`src/rtl/pipe_hazard_ctrl_if.sv`:
```
`default_nettype none
// ============================================================================
//  Module      : pipe_hazard_ctrl_if
//  Description : Bundle between the 5-stage RV32 pipeline and its hazard /
//                redirect sequencer. The pipeline side (master) supplies the
//                stage register indices and write enables. The sequencer side
//                (slave) returns stall, flush and forwarding controls together
//                with its performance counters.
//  Revision    : 1.0  initial release
// ============================================================================
interface pipe_hazard_ctrl_if #(
    parameter int CNT_W = 32
);
    // ID-stage source operands
    logic [4:0]       id_rs1_i;
    logic [4:0]       id_rs2_i;
    logic             id_rs1_used_i;
    logic             id_rs2_used_i;
    // In-flight destinations
    logic [4:0]       ex_rd_i;
    logic             ex_rf_we_i;
    logic             ex_is_load_i;
    logic [4:0]       mem_rd_i;
    logic             mem_rf_we_i;
    logic [4:0]       wb_rd_i;
    logic             wb_rf_we_i;
    // Control-flow redirect resolved in EX
    logic             ex_redirect_i;
    // Sequencer controls
    logic             pc_stall_o;
    logic             ifid_stall_o;
    logic             ifid_flush_o;
    logic             idex_flush_o;
    logic [1:0]       fwd_a_sel_o;
    logic [1:0]       fwd_b_sel_o;
    // Performance counters
    logic [CNT_W-1:0] stall_cnt_o;
    logic [CNT_W-1:0] flush_cnt_o;

    modport master (
        output id_rs1_i, id_rs2_i, id_rs1_used_i, id_rs2_used_i,
        output ex_rd_i, ex_rf_we_i, ex_is_load_i,
        output mem_rd_i, mem_rf_we_i, wb_rd_i, wb_rf_we_i,
        output ex_redirect_i,
        input  pc_stall_o, ifid_stall_o, ifid_flush_o, idex_flush_o,
        input  fwd_a_sel_o, fwd_b_sel_o,
        input  stall_cnt_o, flush_cnt_o
    );

    modport slave (
        input  id_rs1_i, id_rs2_i, id_rs1_used_i, id_rs2_used_i,
        input  ex_rd_i, ex_rf_we_i, ex_is_load_i,
        input  mem_rd_i, mem_rf_we_i, wb_rd_i, wb_rf_we_i,
        input  ex_redirect_i,
        output pc_stall_o, ifid_stall_o, ifid_flush_o, idex_flush_o,
        output fwd_a_sel_o, fwd_b_sel_o,
        output stall_cnt_o, flush_cnt_o
    );
endinterface : pipe_hazard_ctrl_if
`default_nettype wire

```
`src/rtl/pipe_hazard_ctrl.sv`:
```
`default_nettype none
// ============================================================================
//  Module      : pipe_hazard_ctrl
//  Description : Central sequencer for the IF/ID/EX/MEM/WB RV32 pipeline.
//                Detects RAW hazards between the ID sources and in-flight
//                destinations, stalls PC/IF_ID, flushes IF_ID/ID_EX on EX
//                redirects (RUN/FLUSH state machine), optionally drives the
//                operand forwarding selects, and keeps saturating stall/flush
//                performance counters.
//  Options     : FORWARD_EN (macro) - enables operand forwarding; only a
//                load-use dependency then stalls.
//  Revision    : 1.0  initial release
// ============================================================================
module pipe_hazard_ctrl #(
    parameter int FLUSH_CYC = 1,   // IF_ID squash length after a redirect (1..3)
    parameter int RF_BYPASS = 1,   // 1: write-first RF hides the WB-stage match
    parameter int CNT_W     = 32   // performance counter width
) (
    input  logic               clk,
    input  logic               rst,
    pipe_hazard_ctrl_if.slave  hz
);

    // ------------------------------------------------------------------
    // Constants
    // ------------------------------------------------------------------
    localparam logic [0:0]       S_RUN          = 1'b0;
    localparam logic [0:0]       S_FLUSH        = 1'b1;
    localparam logic [1:0]       C_FLUSH_RELOAD = 2'(FLUSH_CYC - 1);
    localparam logic             C_MULTI_FLUSH  = (FLUSH_CYC > 1);
    localparam logic             C_WB_VISIBLE   = (RF_BYPASS == 0);
    localparam logic [CNT_W-1:0] C_CNT_MAX      = {CNT_W{1'b1}};
    localparam logic [CNT_W-1:0] C_CNT_ONE      = {{(CNT_W-1){1'b0}}, 1'b1};

    localparam logic [1:0]       C_FWD_RF       = 2'd0;
    localparam logic [1:0]       C_FWD_MEM      = 2'd1;
    localparam logic [1:0]       C_FWD_WB       = 2'd2;

    // A read of a written register; x0 is hard-wired and never conflicts.
    function automatic logic f_match(
        input logic [4:0] rs,
        input logic       rs_used,
        input logic [4:0] rd,
        input logic       we
    );
        return we && (rd != 5'd0) && (rs == rd) && rs_used;
    endfunction

    // ------------------------------------------------------------------
    // Per-stage source/destination matches
    // ------------------------------------------------------------------
    logic w_rs1_ex;
    logic w_rs2_ex;
    logic w_rs1_mem;
    logic w_rs2_mem;
    logic w_rs1_wb;
    logic w_rs2_wb;

    assign w_rs1_ex  = f_match(hz.id_rs1_i, hz.id_rs1_used_i, hz.ex_rd_i,  hz.ex_rf_we_i);
    assign w_rs2_ex  = f_match(hz.id_rs2_i, hz.id_rs2_used_i, hz.ex_rd_i,  hz.ex_rf_we_i);
    assign w_rs1_mem = f_match(hz.id_rs1_i, hz.id_rs1_used_i, hz.mem_rd_i, hz.mem_rf_we_i);
    assign w_rs2_mem = f_match(hz.id_rs2_i, hz.id_rs2_used_i, hz.mem_rd_i, hz.mem_rf_we_i);
    assign w_rs1_wb  = f_match(hz.id_rs1_i, hz.id_rs1_used_i, hz.wb_rd_i,  hz.wb_rf_we_i);
    assign w_rs2_wb  = f_match(hz.id_rs2_i, hz.id_rs2_used_i, hz.wb_rd_i,  hz.wb_rf_we_i);

    logic       w_hazard;
    logic [1:0] w_fwd_a;
    logic [1:0] w_fwd_b;

`ifdef FORWARD_EN
    // Results from MEM and WB can be bypassed; only a load in EX has no
    // value yet, so that is the single case that must stall for one cycle.
    assign w_hazard = hz.ex_is_load_i && (w_rs1_ex || w_rs2_ex);

    // Operand source select; the younger MEM result wins over WB.
    always_comb begin
        w_fwd_a = C_FWD_RF;
        w_fwd_b = C_FWD_RF;
        if (w_rs1_mem) begin
            w_fwd_a = C_FWD_MEM;
        end else if (w_rs1_wb && C_WB_VISIBLE) begin
            w_fwd_a = C_FWD_WB;
        end
        if (w_rs2_mem) begin
            w_fwd_b = C_FWD_MEM;
        end else if (w_rs2_wb && C_WB_VISIBLE) begin
            w_fwd_b = C_FWD_WB;
        end
    end
`else
    // Without bypass paths every in-flight writer of a source must drain.
    // A write-first RF makes the WB-stage writer visible to ID already.
    assign w_hazard = w_rs1_ex  || w_rs2_ex  ||
                      w_rs1_mem || w_rs2_mem ||
                      (C_WB_VISIBLE && (w_rs1_wb || w_rs2_wb));
    assign w_fwd_a  = C_FWD_RF;
    assign w_fwd_b  = C_FWD_RF;

    // The load flag only matters when forwarding is available.
    logic w_unused_load;
    assign w_unused_load = hz.ex_is_load_i;
`endif

    // ------------------------------------------------------------------
    // Redirect / stall state machine
    // ------------------------------------------------------------------
    logic [0:0] r_state_q;
    logic [0:0] w_state_d;
    logic [1:0] r_flush_left_q;
    logic [1:0] w_flush_left_d;

    logic       w_pc_stall;
    logic       w_ifid_stall;
    logic       w_ifid_flush;
    logic       w_idex_flush;
    logic       w_redirect_acc;

    // Next-state and same-cycle control decode; redirect outranks any stall.
    always_comb begin
        w_state_d      = r_state_q;
        w_flush_left_d = r_flush_left_q;
        w_pc_stall     = 1'b0;
        w_ifid_stall   = 1'b0;
        w_ifid_flush   = 1'b0;
        w_idex_flush   = 1'b0;
        w_redirect_acc = 1'b0;

        case (r_state_q)
            S_RUN: begin
                if (hz.ex_redirect_i) begin
                    w_redirect_acc = 1'b1;
                    w_ifid_flush   = 1'b1;
                    w_idex_flush   = 1'b1;
                    if (C_MULTI_FLUSH) begin
                        w_state_d      = S_FLUSH;
                        w_flush_left_d = C_FLUSH_RELOAD;
                    end
                end else if (w_hazard) begin
                    // Hold PC and IF_ID, insert a bubble into ID_EX.
                    w_pc_stall   = 1'b1;
                    w_ifid_stall = 1'b1;
                    w_idex_flush = 1'b1;
                end
            end

            S_FLUSH: begin
                // IF_ID still holds wrong-path fetches; their hazards are moot.
                w_ifid_flush = 1'b1;
                if (hz.ex_redirect_i) begin
                    w_redirect_acc = 1'b1;
                    w_idex_flush   = 1'b1;
                    w_flush_left_d = C_FLUSH_RELOAD;
                end else if (r_flush_left_q <= 2'd1) begin
                    w_state_d      = S_RUN;
                    w_flush_left_d = 2'd0;
                end else begin
                    w_flush_left_d = r_flush_left_q - 2'd1;
                end
            end

            default: begin
                w_state_d      = S_RUN;
                w_flush_left_d = 2'd0;
            end
        endcase
    end

    // State and flush countdown registers.
    always_ff @(posedge clk or posedge rst) begin
        if (rst) begin
            r_state_q      <= S_RUN;
            r_flush_left_q <= 2'd0;
        end else begin
            r_state_q      <= w_state_d;
            r_flush_left_q <= w_flush_left_d;
        end
    end

    // ------------------------------------------------------------------
    // Saturating performance counters
    // ------------------------------------------------------------------
    logic [CNT_W-1:0] r_stall_cnt_q;
    logic [CNT_W-1:0] r_flush_cnt_q;

    // Count stalled cycles and accepted redirects, sticking at all-ones.
    always_ff @(posedge clk or posedge rst) begin
        if (rst) begin
            r_stall_cnt_q <= {CNT_W{1'b0}};
            r_flush_cnt_q <= {CNT_W{1'b0}};
        end else begin
            if (w_pc_stall && (r_stall_cnt_q != C_CNT_MAX)) begin
                r_stall_cnt_q <= r_stall_cnt_q + C_CNT_ONE;
            end
            if (w_redirect_acc && (r_flush_cnt_q != C_CNT_MAX)) begin
                r_flush_cnt_q <= r_flush_cnt_q + C_CNT_ONE;
            end
        end
    end

    // ------------------------------------------------------------------
    // Outputs
    // ------------------------------------------------------------------
    assign hz.pc_stall_o   = w_pc_stall;
    assign hz.ifid_stall_o = w_ifid_stall;
    assign hz.ifid_flush_o = w_ifid_flush;
    assign hz.idex_flush_o = w_idex_flush;
    assign hz.fwd_a_sel_o  = w_fwd_a;
    assign hz.fwd_b_sel_o  = w_fwd_b;
    assign hz.stall_cnt_o  = r_stall_cnt_q;
    assign hz.flush_cnt_o  = r_flush_cnt_q;

endmodule : pipe_hazard_ctrl
`default_nettype wire

```
`src/flat_wrapper.sv`:
```
// flat-port wrapper written by rule: the top's interface ports become plain ports
module pipe_hazard_ctrl_flat 
#(
    parameter int FLUSH_CYC = 1,                                                 
    parameter int RF_BYPASS = 1,                                                
    parameter int CNT_W     = 32                               
)
  (clk, rst, hz_id_rs1_i, hz_id_rs2_i, hz_id_rs1_used_i, hz_id_rs2_used_i, hz_ex_rd_i, hz_ex_rf_we_i, hz_ex_is_load_i, hz_mem_rd_i, hz_mem_rf_we_i, hz_wb_rd_i, hz_wb_rf_we_i, hz_ex_redirect_i, hz_pc_stall_o, hz_ifid_stall_o, hz_ifid_flush_o, hz_idex_flush_o, hz_fwd_a_sel_o, hz_fwd_b_sel_o, hz_stall_cnt_o, hz_flush_cnt_o);
  pipe_hazard_ctrl_if #(.CNT_W(CNT_W)) hz_i ();
  input  logic clk;
  input  logic rst;
  input wire logic [$bits(hz_i.id_rs1_i)-1:0] hz_id_rs1_i;
  input wire logic [$bits(hz_i.id_rs2_i)-1:0] hz_id_rs2_i;
  input wire logic [$bits(hz_i.id_rs1_used_i)-1:0] hz_id_rs1_used_i;
  input wire logic [$bits(hz_i.id_rs2_used_i)-1:0] hz_id_rs2_used_i;
  input wire logic [$bits(hz_i.ex_rd_i)-1:0] hz_ex_rd_i;
  input wire logic [$bits(hz_i.ex_rf_we_i)-1:0] hz_ex_rf_we_i;
  input wire logic [$bits(hz_i.ex_is_load_i)-1:0] hz_ex_is_load_i;
  input wire logic [$bits(hz_i.mem_rd_i)-1:0] hz_mem_rd_i;
  input wire logic [$bits(hz_i.mem_rf_we_i)-1:0] hz_mem_rf_we_i;
  input wire logic [$bits(hz_i.wb_rd_i)-1:0] hz_wb_rd_i;
  input wire logic [$bits(hz_i.wb_rf_we_i)-1:0] hz_wb_rf_we_i;
  input wire logic [$bits(hz_i.ex_redirect_i)-1:0] hz_ex_redirect_i;
  output wire logic [$bits(hz_i.pc_stall_o)-1:0] hz_pc_stall_o;
  output wire logic [$bits(hz_i.ifid_stall_o)-1:0] hz_ifid_stall_o;
  output wire logic [$bits(hz_i.ifid_flush_o)-1:0] hz_ifid_flush_o;
  output wire logic [$bits(hz_i.idex_flush_o)-1:0] hz_idex_flush_o;
  output wire logic [$bits(hz_i.fwd_a_sel_o)-1:0] hz_fwd_a_sel_o;
  output wire logic [$bits(hz_i.fwd_b_sel_o)-1:0] hz_fwd_b_sel_o;
  output wire logic [$bits(hz_i.stall_cnt_o)-1:0] hz_stall_cnt_o;
  output wire logic [$bits(hz_i.flush_cnt_o)-1:0] hz_flush_cnt_o;
  assign hz_i.id_rs1_i = hz_id_rs1_i;
  assign hz_i.id_rs2_i = hz_id_rs2_i;
  assign hz_i.id_rs1_used_i = hz_id_rs1_used_i;
  assign hz_i.id_rs2_used_i = hz_id_rs2_used_i;
  assign hz_i.ex_rd_i = hz_ex_rd_i;
  assign hz_i.ex_rf_we_i = hz_ex_rf_we_i;
  assign hz_i.ex_is_load_i = hz_ex_is_load_i;
  assign hz_i.mem_rd_i = hz_mem_rd_i;
  assign hz_i.mem_rf_we_i = hz_mem_rf_we_i;
  assign hz_i.wb_rd_i = hz_wb_rd_i;
  assign hz_i.wb_rf_we_i = hz_wb_rf_we_i;
  assign hz_i.ex_redirect_i = hz_ex_redirect_i;
  assign hz_pc_stall_o = hz_i.pc_stall_o;
  assign hz_ifid_stall_o = hz_i.ifid_stall_o;
  assign hz_ifid_flush_o = hz_i.ifid_flush_o;
  assign hz_idex_flush_o = hz_i.idex_flush_o;
  assign hz_fwd_a_sel_o = hz_i.fwd_a_sel_o;
  assign hz_fwd_b_sel_o = hz_i.fwd_b_sel_o;
  assign hz_stall_cnt_o = hz_i.stall_cnt_o;
  assign hz_flush_cnt_o = hz_i.flush_cnt_o;
  pipe_hazard_ctrl #(.FLUSH_CYC(FLUSH_CYC), .RF_BYPASS(RF_BYPASS), .CNT_W(CNT_W)) u_core (.clk(clk), .rst(rst), .hz(hz_i));
endmodule
```
`config.mk`:
```
export PLATFORM = sky130hd
export DESIGN_NAME = pipe_hazard_ctrl_flat
export DESIGN_NICKNAME = d
export VERILOG_FILES = /design/src/rtl/pipe_hazard_ctrl_if.sv /design/src/rtl/pipe_hazard_ctrl.sv /design/src/flat_wrapper.sv
export SDC_FILE = /design/constraint.sdc
export NUM_CORES = 1
export LEC_CHECK = 0
export BUFFER_PORTS_ARGS = -buffer_cell sky130_fd_sc_hd__buf_4
export CAP_MARGIN = 40
export CORE_UTILIZATION = 28
export DETAILED_ROUTE_END_ITERATION = 10
export PLACE_DENSITY_LB_ADDON = 0.2
export SYNTH_ARGS = -nofsm -noshare
export SYNTH_HDL_FRONTEND = slang
export SYNTH_SLANG_ARGS = --single-unit
```
`constraint.sdc`:
```
create_clock -name clk -period 1.7 [get_ports clk]
set_input_delay 0.17 -clock clk [delete_from_list [all_inputs] [get_ports clk]]
set_output_delay 0.17 -clock clk [all_outputs]
set_load 0.02 [all_outputs]
```
# After elaboration in Yosys (flattened, before gate mapping)

Index checks and enable logic that the tools add are counted.

$add $sub $neg: 3
$mul: 0
Divide/modulo/power cells: 0
Magnitude comparators: 1
Equality and inequality tests: 6
Shifts and indexed selects: 0
Mux-type cells: 12
Bitwise logic cells: 1
Reductions and logical operators: 17

Operators by type and width:

| cell                  | count |
|---|---|
| $add 32x1->32 const B | 2 |
| $ne 32x32->1 const B  | 2 |
| $eq 5x5->1            | 4 |
| $logic_and 1x1->1     | 12 |
| $reduce_bool 5->1     | 2 |
| $mux 1                | 8 |
| $mux 2                | 2 |
| $pmux 1 s2            | 2 |
| $logic_or 1x1->1      | 3 |
| $le 2x1->1 const B    | 1 |
| $sub 2x1->2 const B   | 1 |
| $not 1->1             | 1 |

Bits in registers: 67
Latch bits: 0
Bits in writable memories: 0
Bits in read-only memories: 0
Bits of input ports: 34
Output and inout port bits: 72
Word-level logic and storage cells: 44
Memories kept: 0

# Longest topological paths before layout

Depth in word-level cells: 11
Depth in mapped cells: 8

# Least setup slack after synthesis

No wires, ideal clock.

Kind: reg2reg
Start point: register u_core.r_stall_cnt_q[3], in the netlist u_core.hz.stall_cnt_o[3]
End point: register u_core.r_stall_cnt_q[8], in the netlist u_core.hz.stall_cnt_o[8]
Data arrival time: 1916 ps
Data required time: 1562 ps
Path slack: -354 ps
Stages on the path, launching flop included: 8
Period minus slack after synthesis: 2054 ps
Path through: dfrtp_1 nand4_2 nor4_4 nand2_2 nor2_8 buf_6 nor4_1 xor2_1

Cells in the longest elaborated chain, start to end: 2

Ends and longest elaborated chain:

| what                                                  | RTL line                | source |
|---|---|---|
| start: declaration                                    | pipe_hazard_ctrl.sv:182 | `logic [CNT_W-1:0] r_stall_cnt_q;` |
| start signal: assignment                              | pipe_hazard_ctrl.sv:188 | `r_stall_cnt_q <= {CNT_W{1'b0}};` |
| start signal: assignment                              | pipe_hazard_ctrl.sv:192 | `r_stall_cnt_q <= r_stall_cnt_q + C_CNT_ONE;` |
| branches (longest 2 deep; another with $add 32x1->32) | n/a                     |  |

Several ways; the timed one is not identified.
A chain may end at the register's enable or synchronous reset.

# Worst setup path after layout

Start point: input port hz_ex_rd_i[4]
End point: output port hz_pc_stall_o

Cells in the longest elaborated chain, start to end: 10

Ends and longest elaborated chain:

| what                             | RTL line                | source |
|---|---|---|
| start: declaration               | flat_wrapper.sv:16      | `input wire logic [$bits(hz_i.ex_rd_i)-1:0] hz_ex_rd_i;` |
| $reduce_bool 5->1                | pipe_hazard_ctrl.sv:46  | `return we && (rd != 5'd0) && (rs == rd) && rs_used;` |
| $logic_and 1x1->1 (3 in series)  | pipe_hazard_ctrl.sv:46  |  |
| $logic_or 1x1->1 * (2 in series) | pipe_hazard_ctrl.sv:93  | `assign w_hazard = w_rs1_ex \|\| w_rs2_ex \|\|` |
| $logic_or 1x1->1 *               | pipe_hazard_ctrl.sv:94  | `w_rs1_mem \|\| w_rs2_mem \|\|` |
| $mux 1 *                         | pipe_hazard_ctrl.sv:138 | `end else if (w_hazard) begin` |
| $mux 1 *                         | pipe_hazard_ctrl.sv:130 | `if (hz.ex_redirect_i) begin` |
| $mux 1 *                         | pipe_hazard_ctrl.sv:128 | `case (r_state_q)` |
| end: declaration                 | flat_wrapper.sv:24      | `output wire logic [$bits(hz_i.pc_stall_o)-1:0] hz_pc_stall_o;` |

Every way passes the cells marked *; elsewhere a longest branch is shown, timed or not.

==> qor.csv <==
stage,metric,value,unit
timing,worst hold margin,0.240,ns
clock_network,Clock Tree Buf Depth,2,
routing,Initial DRC Count,132,
flow_run,max-cap viol count,0,
layout,layout filler cell count,1143,
floorplan,io pins,106,
logic_synthesis,syn avg cell area,10.1,um^2
timing,"Hold Vio Cnt, Final",0,
logic_synthesis,mapped cell area,0.00360,mm^2
setup_path,WP buf/inv,4,
grt,first-pass GRT wire length,17500,um
routing,vias per inst,4.61,
grt,busiest grt layer,met2,
routing,final antenna-violating net count,0,
timing,Tcrit/Tclk final,112,%
floorplan,DIE WIDTH,115,um
clock_network,Worst-Skew Late Latency,0.32,ns
layout,most frequent cells in the layout,"buf_4, xor2_1, xnor2_1, dfrtp_1, dfrtp_2",
grt,vias in the first global route,3591,
floorplan,die height,115,um
layout,Finished Layout Cells,755,
layout,final layout net count,614,
setup_path,CP cell instances,buf_8 -> or4_4 -> o21ai_4 -> nor2_2 -> a22oi_2 -> buf_12 -> inv_8 -> buf_6,
setup_path,Max Fanout on Critical Path,6,
timing,Clock Skews,0.00621,ns
power,pwr/cell area,725,mW/mm^2
outcome,status,"finished, violations left",
clock_network,H-tree depth,3,
layout,share of post-route cells with drive strength above 1,58.0,%
grt,global-route met2 utilization,29.1,%
grt,largest net degree at the start of global routing,68,
clock_network,CTS tree,done,
routing,DRT Wirelength,10700,um
grt,met3 Usage GRT,2.69,%
layout,"commonest non-fill, non-tap cell in the layout",buf_4,
grt,antenna violations before repair,0,
layout,Layout area overhead,75.4,%
timing,FMAX,0.527,GHz
logic_synthesis,Netlist cell types,44,
logic_synthesis,register area share after synthesis,46.6,%
clock_network,Sink Count,67,
logic_synthesis,total number of yosys warnings,0,
timing,final setup fails,54,
clock_network,cts bufs inserted,9,
floorplan,Core ar.,0.0126,mm^2
placement,Detailed Place HPWL,7710,um
timing,Final WS setup,-0.197,ns
outcome,failing checks,setup timing,
floorplan,initial core utilization,28.6,%
setup_path,"Arr. time, crit path",1.73,ns
routing,drt drc,0,
power,VDD IR max,0.880,mV
setup_path,Worst path max stage delay,0.54,ns
placement,pre-CTS setup slack,-0.287,ns
placement,dpl cells,719,
clock_network,Clock Pin Slew Worst Setup and Hold Paths,0.05,ns
clock_network,CTS Root Cell,clkbuf_16,
floorplan,die footprint,0.0133,mm^2
layout,number of antenna diodes,0,
setup_path,CP Class,input port to output port,
power,LEAKAGE,3.08,nW
setup_path,"Slowest-stage cell, CP",or4_4,
worst_hold_path,Min-Delay Path Class,input port to flop,
timing,RSZ-0062 raised after global routing,yes,
setup_path,startpoint types,input port,
setup_path,crit-path leading delay family,simple AND/OR/NAND/NOR gates,
routing,wire per inst,14.2,um
logic_synthesis,Mapped Cells,355,
grt,gr usage total,16.9,%
routing,DR vias,3481,
placement,routability-driven placement congestion ratio,0.827,
logic_synthesis,Yosys reg bits,67,
placement,I/O Buffers,94,
grt,remaining global-route overflow,0,
grt,met1 Use GR,21.0,%
routing,drt pass-1 iters,4,
setup_path,Setup crit end kind,output port,
floorplan,Rows,41,
timing,Period minus WS final,1.90,ns
setup_path,CP required,1.53,ns
timing,max-slew violation count,0,
report_power, final:
| group | total, mW | switching [mW] | internal (mW) |
|---|---|---|---|
| sequential | 1.78 | 0.0654 | 1.71 |
| combinational | 1.15 | 0.590 | 0.560 |
| clock | 1.64 | 0.663 | 0.981 |
area by class of cell:
class	instances	area (um^2)	area share [%]
Timing Repair Buffer	221	1830	29.0
Multi-Input combinational cell	266	2230	35.4
Tap cell	172	215	3.41
Clock inverter	3	15.0	0.238
Sequential cell	67	1720	27.2
Clock buffer	13	240	3.81
Inverter	13	60.1	0.952
per-layer routing:
layer  up-vias  share of wire, %
li1       1706                 -
met1      1678                45
met2        78                50
met3        19               3.0
met4         0               2.0
met5         -                 0
flip-flops by register name (all words and copies together) (netlist names):
| signal | cells |
|---|---|
| u_core.hz.flush_cnt_o | 32 |
| u_core.hz.stall_cnt_o | 32 |
| u_core.r_flush_left_q | 2 |
| u_core.r_state_q | 1 |
cells by family (layout without fill, tap and decap cells):
group | Yosys count | in the layout | synth area share (%)
and+or+nand+nor | 162 | 162 | 25.6
xor gates and xnor gates | 82 | 82 | 20.0
DFF | 67 | 67 | 46.6
buffers and inverters | 25 | 250 | 3.83
AOI/OAI and AO/OA | 15 | 15 | 2.82
adders and majority gates | 2 | 2 | 0.696
other | 1 | 4 | 0.104
muxes | 1 | 1 | 0.313
worst paths after layout:
kind | startpoint | end | depth (start not counted) | slack, ns
max in group asynchronous | rst | u_core.hz.flush_cnt_o[17] | 4 | 0.89
min | hz_ex_redirect_i | u_core.r_state_q | 3 | 0.24
min in group asynchronous | rst | u_core.hz.flush_cnt_o[10] | 4 | 0.51
max | hz_ex_rd_i[4] | hz_pc_stall_o | 8 | -0.20
max reg2reg | u_core.hz.stall_cnt_o[2] | u_core.hz.stall_cnt_o[14] | 8 | -0.15
min reg2reg | u_core.hz.flush_cnt_o[31] | u_core.hz.flush_cnt_o[31] | 1 | 0.50
worst min-delay path: stages:
cell    delay [ns]
buf_4         0.08
buf_4         0.15
o21a_1        0.12
metrics by stage:
stage | area, um^2 | power [mW] | utilization, % | TNS [ns]
finish | 6310 | 4.57 | 50.2 | -4.81
global route | 6310 | 4.79 | 50.2 | -9.40
CTS | 6160 | 4.59 | 49.0 | -4.21
detailed placement | 5580 | 2.89 | 44.4 | -7.84
global placement | 5580 | 2.87 | 44.4 | -7.68
floorplan | 3870 | 2.31 | - | -6.61
Yosys cell counts:
master,n,share of area [%]
nand4_1,27,4.7
nor2b_1,1,0.17
o31ai_1,1,0.21
a22oi_1,1,0.21
nand2_2,1,0.17
o21ai_1,1,0.14
ha_1,2,0.70
or2_2,3,0.52
or3_1,1,0.17
nand2_1,30,3.1
mux2_2,1,0.31
and3_1,5,0.87
nand4_2,1,0.35
o31a_1,2,0.49
a211oi_1,1,0.21
nor3_2,1,0.28
inv_1,12,1.3
xor2_1,42,10
xnor2_1,40,9.7
clkbuf_1,1,0.10
nand3_1,20,2.8
nor2_8,1,0.56
buf_2,2,0.28
inv_2,1,0.10
o21ai_0,4,0.56
buf_6,2,0.63
nor4b_1,2,0.49
dfrtp_1,67,47
o22ai_1,2,0.35
a21oi_1,1,0.14
nor4_4,1,0.59
or4b_1,1,0.28
conb_1,1,0.10
and4_1,8,1.9
o21a_1,1,0.21
and2_1,3,0.52
nor3b_1,1,0.21
nor2_2,1,0.17
nor2_1,14,1.5
nor3_1,22,3.1
buf_4,7,1.5
or4_1,2,0.42
nor4_1,16,2.8
a2111o_1,1,0.31
what timing repair did:
item,4_1_cts,5_1_grt
gates resized for setup,39,22
pin swaps,34,19
hold endpoints to repair,67,0
setup endpoints to repair,57,64
hold buffers,1,0
gates cloned,1,0
buffers inserted,13,6
Power figures use the tool's default switching activity.
